## config.mk

```make
export PLATFORM = sky130hd
export DESIGN_NAME = dcache_controller
export DESIGN_NICKNAME = d
export VERILOG_FILES = /design/src/rtl/dcache_controller.sv
export SDC_FILE = /design/constraint.sdc
export NUM_CORES = 2
export LEC_CHECK = 0
export BUFFER_PORTS_ARGS = -buffer_cell sky130_fd_sc_hd__buf_2
export CORE_ASPECT_RATIO = 1.2
export CORE_MARGIN = 5
export CORE_UTILIZATION = 30
export CTS_BUF_LIST = sky130_fd_sc_hd__clkbuf_8
export DETAILED_ROUTE_END_ITERATION = 16
export GPL_TIMING_DRIVEN = 1
export REMOVE_ABC_BUFFERS = 1
export SLEW_MARGIN = 10
export SYNTH_ARGS = -nofsm -noshare
export SYNTH_HDL_FRONTEND = slang
export SYNTH_MEMORY_MAX_BITS = 65536
export SYNTH_SLANG_ARGS = --single-unit
```

## constraint.sdc

```tcl
create_clock -name clk_i -period 4.55 [get_ports clk_i]
set_input_delay 0.455 -clock clk_i [delete_from_list [all_inputs] [get_ports clk_i]]
set_output_delay 0.455 -clock clk_i [all_outputs]
set_load 0.02 [all_outputs]
```

## src/rtl/dcache_controller.sv

```systemverilog
// ============================================================================
// Module : dcache_controller -- direct-mapped write-back/write-allocate D-cache
// Rev    : 1.0  initial release
// ============================================================================
`default_nettype none

module dcache_controller #(
    parameter int INDEX_BITS  = 4,
    parameter int OFFSET_BITS = 5,
    parameter int ADDR_W      = 32
) (
    input  logic              clk_i,
    input  logic              rst_i,
    input  logic [ADDR_W-1:0] cpu_addr_i,
    input  logic [31:0]       cpu_data_i,
    input  logic              cpu_MemRead_i,
    input  logic              cpu_MemWrite_i,
    output logic [31:0]       cpu_data_o,
    output logic              cpu_stall_o,
    output logic [ADDR_W-1:0] mem_addr_o,
    output logic [255:0]      mem_data_o,
    output logic              mem_enable_o,
    output logic              mem_write_o,
    input  logic [255:0]      mem_data_i,
    input  logic              mem_ack_i
);

    localparam int TAG_W     = ADDR_W - INDEX_BITS - OFFSET_BITS;
    localparam int LINES     = 1 << INDEX_BITS;
    localparam int WORD_BITS = OFFSET_BITS - 2;

    typedef enum logic [1:0] {
        S_IDLE      = 2'd0,
        S_WRITEBACK = 2'd1,
        S_REFILL    = 2'd2
    } state_t;

    state_t state_q, state_d;

    logic [TAG_W-1:0] tag_q  [LINES];
    logic [255:0]     data_q [LINES];
    logic [LINES-1:0] valid_q;
    logic [LINES-1:0] dirty_q;

    logic [TAG_W-1:0]      w_tag;
    logic [INDEX_BITS-1:0] w_idx;
    logic [WORD_BITS-1:0]  w_word;
    logic [WORD_BITS+4:0]  w_word_lsb;
    logic                  w_req;
    logic                  w_hit;
    logic                  w_idle_hit;
    logic                  w_store_hit;
    logic                  w_refill_done;
    logic [31:0]           w_rd_word;
    logic                  w_unused_bits;

    assign w_tag         = cpu_addr_i[ADDR_W-1 -: TAG_W];
    assign w_idx         = cpu_addr_i[OFFSET_BITS +: INDEX_BITS];
    assign w_word        = cpu_addr_i[OFFSET_BITS-1:2];
    assign w_word_lsb    = {w_word, 5'b00000};
    assign w_unused_bits = ^cpu_addr_i[1:0];

    assign w_req         = cpu_MemRead_i | cpu_MemWrite_i;
    assign w_hit         = valid_q[w_idx] && (tag_q[w_idx] == w_tag);
    assign w_idle_hit    = (state_q == S_IDLE) && w_hit;
    // A simultaneous read+write is a store; the read port still shows the old word.
    assign w_store_hit   = w_idle_hit && cpu_MemWrite_i;
    assign w_refill_done = (state_q == S_REFILL) && mem_ack_i;
    assign w_rd_word     = data_q[w_idx][w_word_lsb +: 32];

    assign cpu_stall_o = w_req && !w_idle_hit;
    assign cpu_data_o  = (w_idle_hit && cpu_MemRead_i) ? w_rd_word : 32'd0;

    always_ff @(posedge clk_i or posedge rst_i) begin
        if (rst_i) begin
            state_q <= S_IDLE;
        end else begin
            state_q <= state_d;
        end
    end

    always_comb begin
        state_d      = state_q;
        mem_enable_o = 1'b0;
        mem_write_o  = 1'b0;
        mem_addr_o   = '0;
        mem_data_o   = '0;
        case (state_q)
            S_IDLE: begin
                if (w_req && !w_hit) begin
                    state_d = (valid_q[w_idx] && dirty_q[w_idx]) ? S_WRITEBACK : S_REFILL;
                end
            end
            S_WRITEBACK: begin
                mem_enable_o = 1'b1;
                mem_write_o  = 1'b1;
                mem_addr_o   = {tag_q[w_idx], w_idx, {OFFSET_BITS{1'b0}}};
                mem_data_o   = data_q[w_idx];
                if (mem_ack_i) begin
                    state_d = S_REFILL;
                end
            end
            S_REFILL: begin
                mem_enable_o = 1'b1;
                mem_addr_o   = {w_tag, w_idx, {OFFSET_BITS{1'b0}}};
                if (mem_ack_i) begin
                    state_d = S_IDLE;
                end
            end
            default: begin
                state_d = S_IDLE;
            end
        endcase
    end

    always_ff @(posedge clk_i or posedge rst_i) begin
        if (rst_i) begin
            valid_q <= '0;
            dirty_q <= '0;
        end else if (w_refill_done) begin
            valid_q[w_idx] <= 1'b1;
            dirty_q[w_idx] <= 1'b0;
        end else if (w_store_hit) begin
            dirty_q[w_idx] <= 1'b1;
        end
    end

    // Tag and data storage carry no reset; valid bits gate their use.
    always_ff @(posedge clk_i) begin
        if (w_refill_done) begin
            tag_q[w_idx]  <= w_tag;
            data_q[w_idx] <= mem_data_i;
        end else if (w_store_hit) begin
            data_q[w_idx][w_word_lsb +: 32] <= cpu_data_i;
        end
    end

endmodule

`default_nettype wire
```

==> out/qor.txt <==
LOGIC SYNTHESIS
--------------------------------------------------------------------------------
Complex-gate fraction of the synthesized area                            0.00965
Synth warnings                                                                 0
Post-Synth Adder-Cell Area                                              0.000560
Simple-gate area share of the yosys netlist                               0.0213
Count of flip-flops with a built-in enable after synthesis                  4464
Area share of the largest cell type after synthesis                        0.750
Cell taking the most area after synthesis                           sky130_fd_sc_hd__edfxtp_1
Average cell area after synthesis                                       22.7 µm²
Sequential share of the synthesized area                                   0.754
Post-Synthesis Cells                                                        7880
Number of different library cells in the post-synthesis netlist               64
Number of storage elements in the synthesis netlist                         4498
Async S/R FF share, synth                                                0.00756
Mapped Area                                                            0.179 mm²
Xor-xnor portion of the synthesized cell area                            0.00108
Most used DFF post-synth                                            sky130_fd_sc_hd__edfxtp_1
Synth top area cells                                                sky130_fd_sc_hd__edfxtp_1 75%, sky130_fd_sc_hd__mux4_2 18%, sky130_fd_sc_hd__and2_1 1.1%
Dominant combinational cell family by area after synthesis          multiplexers
Multiplexer share of the synthesized area                                  0.198

RUN STATUS
--------------------------------------------------------------------------------
Violated checks                                                     setup timing
Status                                                              complete, but fails checks

CLOCK TREE
--------------------------------------------------------------------------------
Cell at the root of the clock tree                                  sky130_fd_sc_hd__clkbuf_8
Maximum root-to-sink buffer count                                              4
Skew-Pair Late Insertion Delay                                           1.24 ns
CTS tree                                                                   built
CTS sink cnt                                                                4498
Clk slew on worst S/H paths                                              0.06 ns
Number of buffers inserted during clock tree synthesis                       710
Count of H-tree levels built during CTS                                        6

STA
--------------------------------------------------------------------------------
Tcrit/Tclk final                                                            1.04
Max Clock Freq                                                         0.211 GHz
Min Clock Period, post-route                                             4.75 ns
Worst-case setup margin in the final layout                            -0.197 ns
Worst-case clock skew                                                  0.0628 ns
Final number of max-transition violations                                      0
Slew HR                                                                   0.0654
Slew at the pin with the worst max-slew slack                            1.40 ns
Setup repair after global routing missed its margin                          yes
Final Hold Fails                                                               0
Number of setup violations in the final report                                32

PWR
--------------------------------------------------------------------------------
Peak supply drop                                                        0.287 mV
Total power draw                                                        86800 µW
Total power density per cell area                                     396 mW/mm²
Leakage Power                                                          0.0714 µW

GRT
--------------------------------------------------------------------------------
Wire length of the first global-routing pass                           850000 µm
Global Route Usage Sum                                                     0.204
Maximum number of pins on one net before global-route repair                 108
Via count of the first global-routing pass                                 96400
Antenna violations before repair                                             193
Residual overflow from global routing                                          0

FLOORPLANNING
--------------------------------------------------------------------------------
Die Wd                                                                    715 µm
Number of placement rows                                                     310
I/O Pins                                                                     648
Core Area                                                              0.594 mm²
Die Height                                                                856 µm
Die area                                                               0.612 mm²
Initial core utilization                                                   0.301

FINAL LAYOUT
--------------------------------------------------------------------------------
Leading cell type in the layout, fill and taps excluded             sky130_fd_sc_hd__edfxtp_1
Fraction of final layout cells with drive strength greater than 1          0.396
Cell area after layout                                                 0.219 mm²
Layout filler cell count                                                   54000
Leading cell types in the layout, fill and taps excluded            4464 x sky130_fd_sc_hd__edfxtp_1, 1415 x sky130_fd_sc_hd__mux4_2, 716 x sky130_fd_sc_hd__clkbuf_8, 602 x sky130_fd_sc_hd__buf_2, 549 x sky130_fd_sc_hd__buf_4
Nets                                                                       10300
Syn-to-layout area delta                                                   22.6%
Share of the core filled with cells in the final layout                    0.369
Non-Filler Instances                                                       18600

ROUTING
--------------------------------------------------------------------------------
DRC violation count after routing                                              0
First-pass DRT Iterations                                                      6
Total length of routed wires                                           641000 µm
Detailed-route via count                                                   96600
Drt wl/cell                                                              34.5 µm
Detailed Route Iter0 Violations                                            12300
Number of antenna-violating nets in the routed design                          0
Detailed-route vias per instance                                            5.20

PLACE
--------------------------------------------------------------------------------
Global placement routability congestion                                    0.836
HPWL after DPL                                                         436000 µm
Buffers added on ports                                                       640
Placed Cells incl. Taps                                                    16900
Placed inst area                                                       0.203 mm²

HOLD PATH
--------------------------------------------------------------------------------
Tightest Hold Check Type                                            input port to flip-flop

WORST SETUP PATH
--------------------------------------------------------------------------------
Worst-path maximum fanout                                                     20
Crit path arrival time                                                   4.29 ns
Critical path class                                                 input port to output port
Data required time of the critical path                                  4.09 ns
Endpoint class of the critical path                                  output port
CP Launch Type                                                        input port

FLOW RUN
--------------------------------------------------------------------------------
Max-capacitance violation count                                                0

kinds of logic (layout without fill, tap and decap cells):
kind of cell | count (synthesis) | after routing
AND/OR/NAND/NOR | 704 | 704
flip-flops | 4498 | 4498
AO/OA/AOI/OAI | 291 | 291
adder cells (fa/ha/maj) | 8 | 8
multiplexers | 1757 | 1757
buffers and inverters | 599 | 3190
other | 1 | 153
XOR/XNOR | 22 | 22
synth_stat cells, types with 12 or more instances:
master,count
sky130_fd_sc_hd__edfxtp_1,4464
sky130_fd_sc_hd__mux4_2,1415
sky130_fd_sc_hd__and2_1,312
sky130_fd_sc_hd__clkbuf_1,281
sky130_fd_sc_hd__nand2_1,230
sky130_fd_sc_hd__mux2i_1,183
sky130_fd_sc_hd__a21oi_1,164
sky130_fd_sc_hd__buf_2,135
sky130_fd_sc_hd__inv_1,111
sky130_fd_sc_hd__mux2_1,88
sky130_fd_sc_hd__mux2_2,70
sky130_fd_sc_hd__a22oi_1,47
sky130_fd_sc_hd__nor2_1,35
sky130_fd_sc_hd__dfrtp_1,34
sky130_fd_sc_hd__buf_4,33
sky130_fd_sc_hd__o21ai_0,31
sky130_fd_sc_hd__buf_1,28
sky130_fd_sc_hd__nor2b_1,27
sky130_fd_sc_hd__nand4_1,18
sky130_fd_sc_hd__or2_2,18
sky130_fd_sc_hd__and3_1,17
sky130_fd_sc_hd__nand3_1,14
sky130_fd_sc_hd__xnor2_1,12
per-stage QoR:
step	hold WS (ns)	worst slack (ns)	TNS, ns
floorplan	0.434	-3.63	-
global placement	0.445	-0.403	-36.54
detailed placement	0.453	-0.219	-32.28
CTS	0.00101	-0.377	-10.16
global route	0.0458	-0.319	-8.16
finish	0.0695	-0.197	-3.15
timing repair:
| item | CTS | global route |
|---|---|---|
| gates cloned | 1 | 0 |
| endpoints found under the hold margin | 4198 | 0 |
| buffers inserted | 12 | 4 |
| gates resized for setup | 121 | 21 |
| pin swaps | 12 | 5 |
| setup endpoints to repair | 33 | 81 |
| hold buffers | 269 | 0 |
worst paths after layout:
check / endpoint / depth (start not counted) / slack (ns) / startpoint
worst min-delay path: data_q[11][216]$_DFFE_PP_ / 2 / 0.07 / mem_data_i[216]
worst max register to register: data_q[13][39]$_DFFE_PP_ / 15 / 0.18 / tag_q[12][3]$_DFFE_PP_
max in group asynchronous: async pin / 5 / 3.71 / rst_i
worst min register to register: valid_q[2]$_DFFE_PP0P_ / 1 / 0.46 / valid_q[2]$_DFFE_PP0P_
worst max-delay path: cpu_data_o[25] / 12 / -0.20 / cpu_addr_i[5]
min in group asynchronous: valid_q[12]$_DFFE_PP0P_ / 5 / 0.47 / rst_i
power by group:
group	switching, µW	internal [µW]	total [µW]
Combinational	5400	3030	8430
Clock	16100	15700	31800
Sequential	178	46400	46600
Total	21700	65100	86800
state kept, by name (all words and copies together), names as in the netlist, named ones only:
register	cells
data_q	4096
state_q	2
valid_q	16
tag_q	368
worst max-delay path, cell delays in order:
cell and delay [ns]:
sky130_fd_sc_hd__buf_12 0.18, sky130_fd_sc_hd__buf_12 0.16, sky130_fd_sc_hd__buf_12 0.21, sky130_fd_sc_hd__buf_4 0.39, sky130_fd_sc_hd__buf_4 0.35, sky130_fd_sc_hd__mux4_2 0.55
sky130_fd_sc_hd__mux4_2 0.60, sky130_fd_sc_hd__mux4_2 0.66, sky130_fd_sc_hd__nand2_1 0.18, sky130_fd_sc_hd__a21oi_4 0.07, sky130_fd_sc_hd__buf_4 0.16, sky130_fd_sc_hd__buf_4 0.15
layer usage:
metal	track usage	wire, µm	vias to the layer above
met5	0	369	-
met4	0.102	30400	54
met3	0.0599	74300	1069
met2	0.324	310000	6032
met1	0.253	226000	51800
li1	-	-	37600
cell type report:
cell class | count | area [µm²] | area share
flip-flops and latches | 4498 | 135000 | 0.615
multi-input cells | 2787 | 43300 | 0.198
repair buffers | 1813 | 17300 | 0.0791
well taps | 7956 | 9950 | 0.0454
clock buffers | 716 | 9850 | 0.0450
clock inverters | 548 | 3000 | 0.0137
inverters | 113 | 429 | 0.00196
diodes | 148 | 370 | 0.00169
No activity file was read; power rests on OpenSTA's default activity.
